### config.mk
export PLATFORM = sky130hd
export DESIGN_NAME = bitplane_accumulator
export DESIGN_NICKNAME = d
export VERILOG_FILES = /design/src/rtl/cad_ca1_pkg.sv /design/src/rtl/popcount64.sv /design/src/rtl/bitplane_accumulator.sv
export SDC_FILE = /design/constraint.sdc
export NUM_CORES = 1
export LEC_CHECK = 0
export CAP_MARGIN = 20
export CORE_ASPECT_RATIO = 0.5
export CORE_MARGIN = 2
export CORE_UTILIZATION = 57
export CTS_BUF_LIST = sky130_fd_sc_hd__clkbuf_8 sky130_fd_sc_hd__clkbuf_16
export DETAILED_ROUTE_END_ITERATION = 8
export PLACE_DENSITY = 0.87
export SLEW_MARGIN = 20
export SYNTH_ARGS = -nofsm -noshare
export SYNTH_HDL_FRONTEND = slang
export SYNTH_HIERARCHICAL = 1
export SYNTH_SLANG_ARGS = --single-unit
### constraint.sdc
create_clock -name clk -period 18.1 [get_ports clk]
set_input_delay 3.62 -clock clk [delete_from_list [all_inputs] [get_ports clk]]
set_output_delay 3.62 -clock clk [all_outputs]
set_load 0.03 [all_outputs]
### src/rtl/cad_ca1_pkg.sv
// Shared constants and FSM state type for the bit-plane accumulator slice.
package cad_ca1_pkg;

    localparam int N_WORDS  = 64;
    localparam int WORD_W   = 25;
    localparam int SUM_W    = WORD_W + $clog2(N_WORDS);
    localparam int PIPE_LAT = 2;

    typedef enum logic [2:0] {
        IDLE,
        REQ,
        WAIT,
        ACC,
        DONE
    } state_t;

endpackage

### src/rtl/popcount64.sv
// Combinational population count of one bit-plane (one bit per stored word).
module popcount64 #(
    parameter  int N_WORDS = 64,
    localparam int CNT_W   = $clog2(N_WORDS + 1)
) (
    input  logic [N_WORDS-1:0] bits,
    output logic [CNT_W-1:0]   count
);

    always_comb begin
        count = '0;
        for (int i = 0; i < N_WORDS; i++) begin
            count = count + CNT_W'(bits[i]);
        end
    end

endmodule

### src/rtl/bitplane_accumulator.sv
// Sums N_WORDS unsigned words by requesting one bit-plane at a time, MSB first,
// and folding each plane's popcount into a shift-and-add accumulator.
module bitplane_accumulator #(
    parameter  int N_WORDS  = cad_ca1_pkg::N_WORDS,
    parameter  int WORD_W   = cad_ca1_pkg::WORD_W,
    parameter  int PIPE_LAT = cad_ca1_pkg::PIPE_LAT,
    localparam int SUM_W    = WORD_W + $clog2(N_WORDS)
) (
    input  logic               clk,
    input  logic               rst,
    input  logic               start,
    output logic               read_data,
    output logic [4:0]         num,
    input  logic [N_WORDS-1:0] pipe,
    output logic               busy,
    output logic               done,
    output logic [SUM_W-1:0]   sum
);

    import cad_ca1_pkg::state_t;
    import cad_ca1_pkg::IDLE;
    import cad_ca1_pkg::REQ;
    import cad_ca1_pkg::WAIT;
    import cad_ca1_pkg::ACC;
    import cad_ca1_pkg::DONE;

    localparam int K_W    = 5;
    localparam int WAIT_W = 3;
    localparam int CNT_W  = $clog2(N_WORDS + 1);

    state_t              state;
    state_t              state_n;
    logic [K_W-1:0]      k;
    logic [WAIT_W-1:0]   wait_cnt;
    logic [SUM_W-1:0]    acc;
    logic [SUM_W-1:0]    acc_n;
    logic [CNT_W-1:0]    pop_cnt;
    logic                last_plane;

    popcount64 #(.N_WORDS(N_WORDS)) u_popcount (
        .bits  (pipe),
        .count (pop_cnt)
    );

    // Planes arrive MSB first, so doubling before adding gives each plane its weight.
    assign acc_n      = (acc << 1) + SUM_W'(pop_cnt);
    assign last_plane = (k == K_W'(WORD_W - 1));
    assign num        = k;
    assign busy       = (state != IDLE);

    always_comb begin
        state_n = state;
        case (state)
            IDLE:    if (start) state_n = REQ;
            REQ:     state_n = WAIT;
            WAIT:    if (wait_cnt == WAIT_W'(PIPE_LAT - 1)) state_n = ACC;
            ACC:     state_n = last_plane ? DONE : REQ;
            DONE:    state_n = IDLE;
            default: state_n = IDLE;
        endcase
    end

    // Strobes are registered from the next state so they line up with REQ and DONE.
    always_ff @(posedge clk) begin
        if (rst) begin
            state     <= IDLE;
            k         <= '0;
            wait_cnt  <= '0;
            acc       <= '0;
            sum       <= '0;
            read_data <= 1'b0;
            done      <= 1'b0;
        end else begin
            state     <= state_n;
            read_data <= (state_n == REQ);
            done      <= (state_n == DONE);
            case (state)
                IDLE: begin
                    if (start) begin
                        acc <= '0;
                        k   <= '0;
                    end
                end
                REQ:  wait_cnt <= '0;
                WAIT: wait_cnt <= wait_cnt + WAIT_W'(1);
                ACC: begin
                    acc <= acc_n;
                    if (last_plane) begin
                        sum <= acc_n;
                    end else begin
                        k <= k + K_W'(1);
                    end
                end
                default: ;
            endcase
        end
    end

endmodule

==> results of run 1 <==
## worst max-delay path: stages
cell	delay (ps)
clkdlybuf4s50_1	450
fa_1	550
inv_1	60
fa_1	360
inv_1	110
fa_1	450
fa_1	530
fa_1	530
fa_1	540
fa_1	550
inv_1	50
fa_1	500
fa_1	540
inv_1	70
ha_1	330
a211oi_1	290
or4b_1	170
o2111ai_1	130
ha_1	410
o211ai_1	130
o21ai_1	830
nand2_1	350
a311o_1	450
## state kept, by name (all words and copies together), names as in the netlist
name	flops
acc	30
done	1
sum	31
read_data	1
num	5
wait_cnt	3
state	3
## per-stage QoR
| stage | utilization | worst slack [ps] | cells | cell area [sq um] | hold slack (ps) |
|---|---|---|---|---|---|
| after detailed placement | 0.695 | 6060 | 801 | 6500 | 445 |
| final | 0.727 | 6340 | 817 | 6800 | 450 |
| after CTS | 0.727 | 6380 | 817 | 6800 | 454 |
| after floorplan | - | 7360 | 600 | 5420 | 439 |
| after global placement | 0.695 | 6270 | 801 | 6500 | 439 |
| after global routing | 0.727 | 5940 | 817 | 6800 | 467 |
## cell usage after synthesis (12+ instances only)
master    number  area share
inv_1        105       0.073
dfxtp_1       74        0.27
fa_1          55        0.20
nand2_1       54       0.037
nor2_1        35       0.024
o21ai_1       30       0.028
ha_1          28       0.065
a21oi_1       24       0.022
nand3_1       19       0.018
xor2_1        18       0.029
a211oi_1      17       0.024
xnor2_1       17       0.027
clkbuf_1      12      0.0083
## cell type report
type / instances / area share
sequential: 74 / 0.218
clock buffer: 9 / 0.0331
tap: 121 / 0.0223
inverter: 105 / 0.0579
clock inverter: 7 / 0.0121
timing repair buffer: 108 / 0.158
multi-input combinational: 393 / 0.499
## routing by layer
layer / share of wire / global-route usage / wire length (um) / up-vias
li1: - / - / - / 2150
met1: 0.43 / 0.287 / 4990 / 2109
met2: 0.50 / 0.423 / 5820 / 147
met3: 0.056 / 0.0656 / 650 / 25
met4: 0.020 / 0.0700 / 231 / 0
met5: 0 / 0 / 0 / -
## cells by family (layout without fill, tap and decap cells)
logic type,count (synthesis),after routing,share of synthesized area
and+or+nand+nor,164,164,0.166
muxes,1,1,0.00208
adders and majority gates,83,83,0.268
buffers and inverters,133,229,0.101
AOI/OAI and AO/OA,110,110,0.133
xor gates and xnor gates,35,35,0.0566
DFF,74,74,0.274
## final timing paths
kind                                      startpoint                   end  slack [ps]  depth (start not counted)
worst max-delay path                         pipe[0]  sum[26]$_SDFFE_PP0P_        6340                         23
worst min register to register  sum[27]$_SDFFE_PP0P_  sum[27]$_SDFFE_PP0P_         450                          2
worst max register to register   acc[2]$_SDFFE_PP0P_  sum[26]$_SDFFE_PP0P_       15520                          5
worst min-delay path            sum[27]$_SDFFE_PP0P_  sum[27]$_SDFFE_PP0P_         450                          2
==> run_results.csv, run 1 <==
group,metric,value,unit
run_status,status,"finished clean",
detailed_routing,ant_nets,0,
clock_tree,cts_max_path_buffers,2,
floorplan,die_x,142,um
clock_tree,cts_hold_buf,0,
floorplan,ioPinCount,106,
detailed_routing,vias,4431,
detailed_routing,drc,0,
clock_tree,clk_latency,340,ps
layout,multi_input_area,3400,sq um
synthesis,yosysSeqAreaShare,0.274,
synthesis,yosys_warnings,6,
global_routing,antenna_found_initial,0,
clock_tree,cts_setup_buffers,0,
timing,max-slew-margin-rel,0.292,
timing,setup_viol,0,
clock_tree,cts_made_buffers,9,
synthesis,syn_nets,750,
worst_setup_path,arrival,11990,ps
clock_tree,clock_sinks,74,
timing,hold_violations,0,
global_routing,grt_max_degree,46,
clock_tree,clockRootBuffer,"clkbuf_16",
synthesis,yosys_most_used_dff,"dfxtp_1",
synthesis,synth_edf_count,0,
clock_tree,cts.repair.resized,0,
layout,fillerInstances,641,
floorplan,dieHeight,72.9,um
global_routing,grt_pass1_vias,4383,
detailed_routing,via_per_inst,5.42,
detailed_routing,dr.pass1.iters,5,
layout,fin_nets,841,
worst_setup_path,start_kind,"input port",
timing,fin_crit_sh,0.649,
timing,min_period,11760,ps
synthesis,syn_area_per_cell,9.03,sq um
synthesis,postSynth.asyncResetShare,0,
detailed_routing,routedWlPerCell,14.3,um
floorplan,core-area,9350,sq um
floorplan,fp.dieArea,10300,sq um
worst_setup_path,worst-path-max-fanout,13,
timing,tns,0,ps
synthesis,synth_seq_cells,74,
flow_run,maxCapViolCount,0,
worst_hold_path,hp-class,"reg -> reg",
worst_setup_path,worst-setup-path-type,"in -> reg",
timing,max_freq,85.1,MHz
floorplan,rows,25,
timing,rsz0062_at_grt,"false",
layout,n_antenna_cell,0,
global_routing,grt_pass1_wl,19600,um
worst_setup_path,cp.required,18330,ps
layout,drive_gt1_frac,0.0546,
floorplan,start_util,0.579,
placed_design,place.gp.congestion,0.818,
layout,layout_common_cells,"105 x inv_1, 105 x clkdlybuf4s50_1, 74 x dfxtp_1",
synthesis,netlist_area,5420,sq um
global_routing,grtUsageTotal,0.237,
layout,area_growth_syn_to_layout,25.6,%
worst_setup_path,endpoint_kind,"flop",
timing,maxSlewViolCount,0,
clock_tree,htreeDepth,3,
placed_design,dp_hpwl,8840,um
timing,skew,7.27,ps
clock_tree,cts.clk_slew.worst_paths,60,ps
synthesis,ys_types,59,
clock_tree,cts_tree,"yes",
detailed_routing,totalWireLength,11700,um
layout,seqCellArea,1480,sq um
placed_design,io_buffers,105,
global_routing,grt-ovfl-total,0,
timing,worst_pin_slew,1060,ps
synthesis,synth_cells,600,
detailed_routing,drt-initial-drc-count,283,
Power of run 1 is not shown: default switching activity piles up to over one toggle a cycle in this logic, so the estimate is an artifact.
==> run 2: changes to the inputs <==
- CORE_UTILIZATION: 57 -> 53
- PLACE_DENSITY: 0.87 -> 0.82
- clock period: 18.1 -> 11.1 ns (I/O delays scaled with it)
==> run 2 against run 1 <==
  * Via count decreased by 2.4%
  * Register-to-register slack got worse by 6900 ps
  * Non-clock buffer count rose by 1
  * Core utilization is 5.2 points lower
  * Cell area up 0.11%
  * Sequential share of layout area hardly changed
  * Largest cell class unchanged
  * Highest routed layer unchanged
==> run_results.csv, run 2 (synthesized netlist as in run 1, its figures left out) <==
group,metric,value,unit
global_routing,met3_usage,0.0587,
global_routing,use_met2,0.389,
detailed_routing,via_per_inst,5.17,
layout,fin_nets,842,
layout,layout_common_cells,"107 x inv_1, 105 x clkdlybuf4s50_1, 74 x dfxtp_1",
clock_tree,cts_setup_buffers,0,
timing,setup_viol,0,
floorplan,ioPinCount,106,
run_status,status,"finished clean",
timing,worst_pin_slew,918,ps
detailed_routing,drc,0,
floorplan,fp.dieArea,11100,sq um
global_routing,antenna_found_initial,0,
timing,skew,4.84,ps
clock_tree,cts.clk_slew.worst_paths,50,ps
worst_setup_path,arrival,10170,ps
layout,layout_commonest_cell,"inv_1",
worst_setup_path,endpoint_kind,"flop",
worst_setup_path,worst-path-max-fanout,7,
detailed_routing,vias,4326,
floorplan,die_x,147,um
global_routing,grt_max_degree,45,
layout,seqCellArea,1480,sq um
timing,tns,0,ps
flow_run,maxCapViolCount,0,
floorplan,dieHeight,75.5,um
clock_tree,cts_max_path_buffers,2,
timing,fin_crit_sh,0.898,
timing,hold_violations,0,
placed_design,place.gp.congestion,0.805,
clock_tree,clk_latency,340,ps
global_routing,grt_busiest_layer,"met2",
global_routing,grtUsageMet1,0.265,
timing,max_freq,100,MHz
clock_tree,clock_sinks,74,
clock_tree,cts.repair.resized,0,
clock_tree,cts_made_buffers,9,
placed_design,io_buffers,105,
detailed_routing,totalWireLength,11400,um
worst_setup_path,start_kind,"input port",
timing,rsz0062_at_grt,"false",
worst_setup_path,cp.required,11300,ps
worst_setup_path,worst-setup-path-type,"in -> reg",
timing,max-slew-margin-rel,0.386,
detailed_routing,ant_nets,0,
worst_hold_path,hp-class,"reg -> reg",
floorplan,start_util,0.537,
timing,fin_hold_ws,445,ps
layout,largest_reg_flops,31,
global_routing,grtUsageTotal,0.218,
global_routing,grt_pass1_vias,4307,
layout,largest-register,"sum",
timing,min_period,9970,ps
layout,area_growth_syn_to_layout,25.8,%
layout,n_antenna_cell,0,
layout,multi_input_area,3400,sq um
clock_tree,cts_tree,"yes",
global_routing,grt-ovfl-total,0,
floorplan,rows,26,
detailed_routing,routedWlPerCell,13.6,um
timing,maxSlewViolCount,0,
placed_design,dp_hpwl,8860,um
clock_tree,htreeDepth,3,
clock_tree,cts_hold_buf,0,
layout,fillerInstances,790,
floorplan,core-area,10100,sq um
detailed_routing,dr.pass1.iters,4,
global_routing,grt_pass1_wl,19300,um
clock_tree,clockRootBuffer,"clkbuf_16",
layout,drive_gt1_frac,0.0531,
detailed_routing,drt-initial-drc-count,293,
-- run 2: cell types whose count changed in the layout (fill, tap and decap cells not counted), sizes merged --
cell	previous run	this run
bufinv	1	0
clkinvlp	2	0
inv	109	107
buf	3	4
clkinv	0	2
clkbuf	9	12
-- run 2: layer usage --
layer / vias to the layer above / wire length [um]
met1: 2069 / 4980
met4: 0 / 180
met3: 16 / 601
met2: 97 / 5590
li1: 2144 / -
met5: - / 0
-- run 2: layout make-up --
cell class,count,share of cell area
Clock buffer,12,0.0391
Clock inverter,4,0.00257
Inverter,105,0.0579
Multi-Input combinational cell,393,0.499
Sequential cell,74,0.217
Tap cell,140,0.0257
Timing Repair Buffer,109,0.159
-- run 2: worst paths after layout --
kind | end | slack [ps] | from | cells past startpoint
setup reg to reg | sum[22]$_SDFFE_PP0P_ | 8570 | num[0]$_SDFFE_PP0P_ | 8
setup / recovery | sum[7]$_SDFFE_PP0P_ | 1130 | pipe[0] | 24
hold reg to reg | sum[29]$_SDFFE_PP0P_ | 450 | sum[29]$_SDFFE_PP0P_ | 2
hold / removal | sum[29]$_SDFFE_PP0P_ | 450 | sum[29]$_SDFFE_PP0P_ | 2
-- run 2: worst max-delay path: stages --
cell	delay, ps
clkdlybuf4s50_1	440
fa_1	540
inv_1	50
fa_1	370
inv_1	110
fa_1	450
fa_1	530
fa_1	540
fa_1	520
fa_1	550
inv_1	50
fa_1	500
fa_1	540
inv_1	70
ha_1	320
a211oi_1	380
or4b_1	190
o2111ai_1	150
ha_1	430
nand2_1	110
o21ai_1	500
o21ai_0	220
xor2_1	290
a211oi_1	120
-- run 2: through the flow --
stage               utilization  std cells  cell area, sq um  setup slack (ps)
finish                    0.675        837              6810              1130
global route              0.675        837              6810               701
CTS                       0.675        837              6810              1140
detailed placement        0.647        821              6530               875
global placement          0.647        821              6530              1070
floorplan                     -        600              5420              1760
Power of run 2 is left out for the same reason.
